===== config.mk =====
export PLATFORM = sky130hd
export DESIGN_NAME = seq_addsub
export DESIGN_NICKNAME = d
export VERILOG_FILES = /design/src/rtl/seq_addsub_pkg.sv /design/src/rtl/seq_addsub_chunk_add.sv /design/src/rtl/seq_addsub.sv
export SDC_FILE = /design/constraint.sdc
export NUM_CORES = 1
export LEC_CHECK = 0
export BUFFER_PORTS_ARGS = -buffer_cell sky130_fd_sc_hd__buf_2
export CAP_MARGIN = 10
export CORE_UTILIZATION = 55
export DETAILED_ROUTE_END_ITERATION = 16
export GPL_TIMING_DRIVEN = 0
export HOLD_SLACK_MARGIN = 0.02
export PLACE_DENSITY = 0.88
export SYNTH_ARGS = -nofsm -noshare
export SYNTH_HDL_FRONTEND = slang
export SYNTH_SLANG_ARGS = --single-unit

===== constraint.sdc =====
create_clock -name clk -period 3 [get_ports clk]
set_input_delay 0.15 -clock clk [delete_from_list [all_inputs] [get_ports clk]]
set_output_delay 0.15 -clock clk [all_outputs]
set_load 0.01 [all_outputs]

===== src/rtl/seq_addsub_pkg.sv =====
// Shared types and defaults for the chunk-serial adder/subtractor.
// Latency: n/a (definitions only).
// Backpressure: n/a (definitions only).
package seq_addsub_pkg;

   // Operation sequencer states: waiting for start, or stepping through chunks.
   typedef enum logic {
      IDLE = 1'b0,
      RUN  = 1'b1
   } state_t;

   localparam int WIDTH_DEF = 16;
   localparam int CHUNK_DEF = 4;

endpackage


===== src/rtl/seq_addsub_chunk_add.sv =====
// Combinational CHUNK-bit adder slice, shared by every step of an operation.
// Latency: 0 cycles (purely combinational).
// Backpressure: none; the outputs follow the inputs.
//
// Ports:
//   x, y   : CHUNK-bit addends
//   ci     : carry into bit 0
//   sum    : CHUNK-bit sum
//   co     : carry out of the top bit
//   c_msb  : carry into the top bit (used for signed overflow)
module chunk_add #(
   parameter int CHUNK = 4
) (
   input  logic [CHUNK-1:0] x,
   input  logic [CHUNK-1:0] y,
   input  logic             ci,
   output logic [CHUNK-1:0] sum,
   output logic             co,
   output logic             c_msb
);

   logic [CHUNK:0] full;

   assign full  = {1'b0, x} + {1'b0, y} + {{CHUNK{1'b0}}, ci};
   assign sum   = full[CHUNK-1:0];
   assign co    = full[CHUNK];
   // The top sum bit is x^y^carry_in at that bit, so the carry in can be recovered.
   assign c_msb = x[CHUNK-1] ^ y[CHUNK-1] ^ full[CHUNK-1];

endmodule


===== src/rtl/seq_addsub.sv =====
// Sequential add/subtract, CHUNK bits per clock over WIDTH/CHUNK cycles.
// Latency: done rises NCH edges after the edge that samples start.
// Backpressure: start is ignored while busy; a start in the done cycle is accepted.
//
// Ports:
//   clk, rst_n     : clock, asynchronous active-low reset
//   start, sub     : request and mode (0 add, 1 subtract), sampled while idle
//   a, b, cin      : operands and carry/borrow-in, sampled with start
//   busy, done     : operation in progress, one-cycle publish pulse
//   s, cout, ovf   : published result, carry-out (1 = no borrow in sub), signed overflow
module seq_addsub
   import seq_addsub_pkg::*;
#(
   parameter int WIDTH = WIDTH_DEF,
   parameter int CHUNK = CHUNK_DEF
) (
   input  logic             clk,
   input  logic             rst_n,
   input  logic             start,
   input  logic             sub,
   input  logic [WIDTH-1:0] a,
   input  logic [WIDTH-1:0] b,
   input  logic             cin,
   output logic             busy,
   output logic             done,
   output logic [WIDTH-1:0] s,
   output logic             cout,
   output logic             ovf
);

   localparam int NCH = WIDTH / CHUNK;
   localparam int IW  = (NCH > 1) ? $clog2(NCH) : 1;
   localparam logic [IW-1:0] LAST = IW'(NCH - 1);

   if (WIDTH % CHUNK != 0) begin : g_bad_chunk
      $error("seq_addsub: WIDTH must be a multiple of CHUNK");
   end

   state_t           state;
   logic [WIDTH-1:0] work;     // holds A; sum chunks overwrite it in place
   logic [WIDTH-1:0] b_r;      // B, already inverted for subtraction
   logic             carry;
   logic [IW-1:0]    idx;

   logic [CHUNK-1:0] x_c, y_c, sum_c;
   logic             co_c, cmsb_c;
   logic [WIDTH-1:0] work_nxt;

   // Select the active chunk and splice its sum back into the work value.
   always_comb begin
      x_c      = '0;
      y_c      = '0;
      work_nxt = work;
      for (int i = 0; i < NCH; i++) begin
         if (idx == IW'(i)) begin
            x_c = work[i*CHUNK +: CHUNK];
            y_c = b_r[i*CHUNK +: CHUNK];
            work_nxt[i*CHUNK +: CHUNK] = sum_c;
         end
      end
   end

   chunk_add #(.CHUNK(CHUNK)) u_chunk_add (
      .x     (x_c),
      .y     (y_c),
      .ci    (carry),
      .sum   (sum_c),
      .co    (co_c),
      .c_msb (cmsb_c)
   );

   always_ff @(posedge clk or negedge rst_n) begin
      if (!rst_n) begin
         state <= IDLE;
         busy  <= 1'b0;
         done  <= 1'b0;
         work  <= '0;
         b_r   <= '0;
         carry <= 1'b0;
         idx   <= '0;
         s     <= '0;
         cout  <= 1'b0;
         ovf   <= 1'b0;
      end else begin
         done <= 1'b0;
         case (state)
            IDLE: begin
               if (start) begin
                  state <= RUN;
                  busy  <= 1'b1;
                  work  <= a;
                  // a - b - cin == a + ~b + (1 - cin)
                  b_r   <= sub ? ~b : b;
                  carry <= sub ? ~cin : cin;
                  idx   <= '0;
               end
            end
            RUN: begin
               work  <= work_nxt;
               carry <= co_c;
               idx   <= idx + 1'b1;
               if (idx == LAST) begin
                  state <= IDLE;
                  busy  <= 1'b0;
                  done  <= 1'b1;
                  s     <= work_nxt;
                  cout  <= co_c;
                  ovf   <= cmsb_c ^ co_c;
               end
            end
            default: begin
               state <= IDLE;
               busy  <= 1'b0;
            end
         endcase
      end
   end

endmodule


# == After elaboration in Yosys (flattened, before gate mapping) ==
# Index checks and enable logic that the tools add are counted.
# totals
regBits,56
in_bits,37
word_cells,56
# classes
addsub,3
eq_ne,5
muxes,28
bitwise_logic,6
reduce_logical,4
# ops
cell,count
$mux 4,12
$mux 16,2
$pmux 16 s2,1
$not 16->16,1
$mux 1,8
$pmux 1 s2,3
$reduce_and 2->1,3
$add 4x4->5,1
$add 5x1->5,1
$eq 2x2->1 const B,2
$pmux 2 s2,1
$xor 1x1->1,3
$add 2x1->2 const B,1
$eq 2x1->1 const B,1
$logic_not 2->1,1
$mux 2,1
$ne 2x1->1 const B,1
$ne 2x2->1 const B,1
$not 1->1,2

# == Depth between registers and ports, before layout ==
# logic_depth
word_depth,9
mapped_depth,13
mapped_depth_nobuf,13

# == By module ==
# Synthesis repeated with hierarchy kept, for this count alone.
# unflattened
hier_cells,284
area_unflattened_um2,2896.5
# modules_own_cells
mod,n_inst,cells_per_inst,area_per_inst_um2
seq_addsub,1,267,2752.6
chunk_add,1,17,143.9

# == Worst setup path after synthesis ==
# Ideal clock, no wire load.
# synth_timing
path_type,register -> register
startpoint,register idx[0]
endpoint,register s[2]
setup_ps,118
t_arrival_ps,2617
path_slack_ps,265
stages_incl_launch_ff,12
path_buffers,1
path_cell_list,dfrtp_1 -> ha_1 -> buf_2 -> a221oi_1 -> nor3_1 -> a21oi_1 -> fa_1 -> inv_1 -> fa_1 -> xnor2_1 -> a211oi_1 -> a21o_1
# synth_between
elab_chain_len,8
elab_cells_between_ends,16
cone_classes,add/sub (2); eq/ne (3); mux (9); reduce/logical (2)
# synth_lines
item,line,text
from (decl),seq_addsub.sv:43,logic [IW-1:0] idx;
from (signal assigned),seq_addsub.sv:101,idx <= idx + 1'b1;
$logic_not 2->1,seq_addsub.sv:55,if (idx == IW'(i)) begin
$mux 4 (4 in a row),seq_addsub.sv:55,
$add 4x4->5,seq_addsub_chunk_add.sv:24,"assign full = {1'b0, x} + {1'b0, y} + {{CHUNK{1'b0}}, ci};"
$add 5x1->5,seq_addsub_chunk_add.sv:24,
$mux 4,seq_addsub.sv:55,
to (signal assigned),seq_addsub.sv:106,s <= work_nxt;
to (decl),seq_addsub.sv:26,"output logic [WIDTH-1:0] s,"
# Parallel ways exist; a longest one is shown, timed or not.
# A chain may end at the register's enable or synchronous reset.

# == Worst setup path in the final report ==
# layout_timing
startpoint,register idx[0]
endpoint,register ovf
# layout_between
elab_chain_len,9
elab_cells_between_ends,18
cone_classes,add/sub (2); eq/ne (3); mux (8); bitwise (3); reduce/logical (2)
# layout_lines
item,line,text
$logic_not 2->1,seq_addsub.sv:55,
$mux 4 (4 in a row),seq_addsub.sv:55,
$add 4x4->5,seq_addsub_chunk_add.sv:24,
$add 5x1->5,seq_addsub_chunk_add.sv:24,
$xor 1x1->1,seq_addsub_chunk_add.sv:28,assign c_msb = x[CHUNK-1] ^ y[CHUNK-1] ^ full[CHUNK-1];
$xor 1x1->1,seq_addsub.sv:108,ovf <= cmsb_c ^ co_c;
to (signal assigned),seq_addsub.sv:108,
to (decl),seq_addsub.sv:28,output logic ovf
# Parallel ways exist; a longest one is shown, timed or not.

==> run_results.csv <==
group,metric,value,unit
outcome,status,"complete, no violations",
die,io_pins,57,
synthesis,synth.avg_cell_area,9.83,um^2
drt,wl_per_cell,16.0,um
clocking,h-tree-depth,2,
drt,wirelength,7070,um
drt,drc,0,
global_route,grt_overflow,0,
clocking,cts.clk_slew.worst_paths,0.10,ns
synthesis,yosys.area.top_type,"dfrtp_1",
synthesis,synth_edf_count,0,
clocking,root_buffer,"clkbuf_8",
layout,final_layout_size_suffix_gt1_frac,0.319,
drt,avgViaCountPerCell,5.78,
clocking,clock-sinks,56,
layout,area_growth,19.9,%
layout,final_util,0.697,
synthesis,async_reset_ff_frac,1.00,
global_route,gr-usage-all-layers,0.255,
die,die_h,76.0,um
sta,hold_ws,0.0384,ns
global_route,grt_start_max_net_pins,57,
synthesis,synth_most_common_cell,"dfrtp_1",
synthesis,synth_area,0.00301,mm^2
layout,fin_area,0.00361,mm^2
drt,dr.pass1.iters,4,
clocking,cts_tree,"built",
placed_design,place.gp.congestion,0.846,
synthesis,syn_nets,352,
global_route,grt_pass1_vias,2388,
drt,antenna_left,0,
synthesis,ys_ff_latch,56,
pwr,powerDensity,1430,mW/mm^2
die,core_area,0.00517,mm^2
synthesis,netlist_top_cells_area,"dfrtp_1 (47%), xnor2_1 (5.2%), nand2_1 (4.4%)",
clocking,clkLatencyLatePin,0.32,ns
synthesis,netlist.area_leader.share,0.466,
hold_path,hp-class,"input port to flop",
sta,finalClockSkew,0.00581,ns
setup_path,crit_required,3.21,ns
sta,finalSetupViolations,0,
setup_path,worstSetupPathType,"flop to flop",
die,initial_utilization,0.582,
layout,finalNetCount,418,
synthesis,yosysUniqueCellTypes,45,
sta,max-slew-margin-rel,0.650,
setup_path,end_kind,"flop",
placed_design,dp_hpwl,5150,um
global_route,antenna_found_initial,0,
clocking,cts-buffers-inserted,5,
synthesis,seq_area_frac_synth,0.466,
setup_path,crit_arrival,3.07,ns
sta,worstMarginPinSlew,0.524,ns
die,die_w,76.0,um
placed_design,pre_cts_ws,-0.278,ns
sta,max_freq,350,MHz
placed_design,portBuffers,54,
global_route,grt_pass1_wl,11400,um
synthesis,postSynthCellCount,306,
placed_design,place_area,0.00337,mm^2
flow_run,max_cap_viol_count,0,
setup_path,critPathMaxFanout,9,
layout,antenna_cells,0,
die,std_cell_rows,26,
synthesis,yosys-top-cells-count,"dfrtp_1 (56), nand2_1 (35), nor2_1 (22)",
pwr,leakage,1.62,nW
sta,hold_viol_final,0,
synthesis,synth_warnings,0,
clocking,cts_buffer_depth,2,
sta,setup_ws,0.140,ns
setup_path,cp-start-kind,"flop",
sta,fin_crit,2.86,ns
sta,post-route-period-util,0.953,
drt,drt_iter0_drc,313,
pwr,ir_drop,0.787,mV
die,die-area,0.00577,mm^2
drt,vias,2561,
synthesis,synth-main-ff-cell,"dfrtp_1",
sta,slew_violations,0,
power by group:
group | switching (W) | total [W] | internal, W | leakage, nW
sequential | 0.000252 | 0.00138 | 0.00113 | 0.654
clock | 0.000248 | 0.000496 | 0.000248 | 0.0552
combinational | 0.00188 | 0.00327 | 0.00139 | 0.914
stage by stage:
| step | setup TNS [ns] | instances | power [W] |
|---|---|---|---|
| final | 0 | 443 | 0.00514 |
| after global routing | -0.0965 | 443 | 0.00549 |
| after CTS | 0 | 438 | 0.00490 |
| after detailed placement | -1.46 | 430 | 0.00413 |
| after global placement | -0.797 | 430 | 0.00398 |
| after floorplan | 0 | 306 | 0.00332 |
state kept, by name, summed over array words and instances, names as in the netlist:
signal,count
b_r,16
state,1
idx,2
work,16
ovf,1
done,1
cout,1
s,16
carry,1
busy,1
timing repair:
item | CTS | global route
setup buffers | 0 | 3
endpoints found under the hold margin | 0 | 23
gates resized for setup | 7 | 12
gates cloned | 0 | 0
setup endpoints to repair | 17 | 12
pin swaps | 0 | 4
hold buffers | 0 | 1
cells in the final DEF, fill, tap and decap left out, drive strengths merged, types with 6 or more instances in the layout:
cell type and n:
buf 76, dfrtp 56, nand2 37, a21oi 31, o21ai 25, nor2 23
xnor2 19, clkbuf 10, inv 9, nor2b 8, ha 7, mux2i 6
o22ai 6, a31oi 6
metal layers:
| metal | vias up | track usage | share of wire |
|---|---|---|---|
| met1 | 1204 | 0.315 | 0.39 |
| met3 | 26 | 0.0506 | 0.071 |
| met5 | - | 0 | 0 |
| met4 | 0 | 0.117 | 0.037 |
| met2 | 133 | 0.432 | 0.50 |
| li1 | 1198 | - | - |
worst paths after layout:
| check | startpoint | slack [ns] | end | cells past startpoint |
|---|---|---|---|---|
| worst max register to register | idx[0]$_DFFE_PN0P_ | 0.14 | ovf$_DFFE_PN0P_ | 13 |
| worst min register to register | s[13]$_DFFE_PN0P_ | 0.48 | s[13]$_DFFE_PN0P_ | 2 |
| worst max-delay path | idx[0]$_DFFE_PN0P_ | 0.14 | ovf$_DFFE_PN0P_ | 13 |
| min in group asynchronous | rst_n | 0.33 | s[5]$_DFFE_PN0P_ | 2 |
| max in group asynchronous | rst_n | 2.11 | idx[0]$_DFFE_PN0P_ | 3 |
| worst min-delay path | a[5] | 0.04 | work[5]$_DFFE_PN0P_ | 3 |
layout make-up:
class                   instances  area [um^2]
clock inverters                 2         35.0
plain buffers                  22          146
inverters                      10         42.5
fillers                       407         1570
flip-flops and latches         56         1400
multi-input cells             218         1500
well taps                      70         87.6
clock buffers                   6         72.6
repair buffers                 59          323
worst max-delay path, stage by stage (launching register included):
cell and delay, ns:
dfrtp_2 0.44, inv_1 0.08, ha_1 0.19, buf_2 0.18, a221oi_1 0.26, nor3_1 0.11
a21oi_1 0.17, fa_2 0.24, inv_1 0.06, fa_2 0.41, a21o_1 0.22, a21oi_4 0.17
xor2_1 0.15, o21ai_0 0.08
logic make-up after synthesis:
kind of cell / synth area share
multiplexers: 0.0312
XOR/XNOR: 0.0607
flip-flops: 0.466
adder cells (fa/ha/maj): 0.0424
AND/OR/NAND/NOR: 0.138
buffers and inverters: 0.0615
AO/OA/AOI/OAI: 0.200
(Power assumes the default switching activity.)
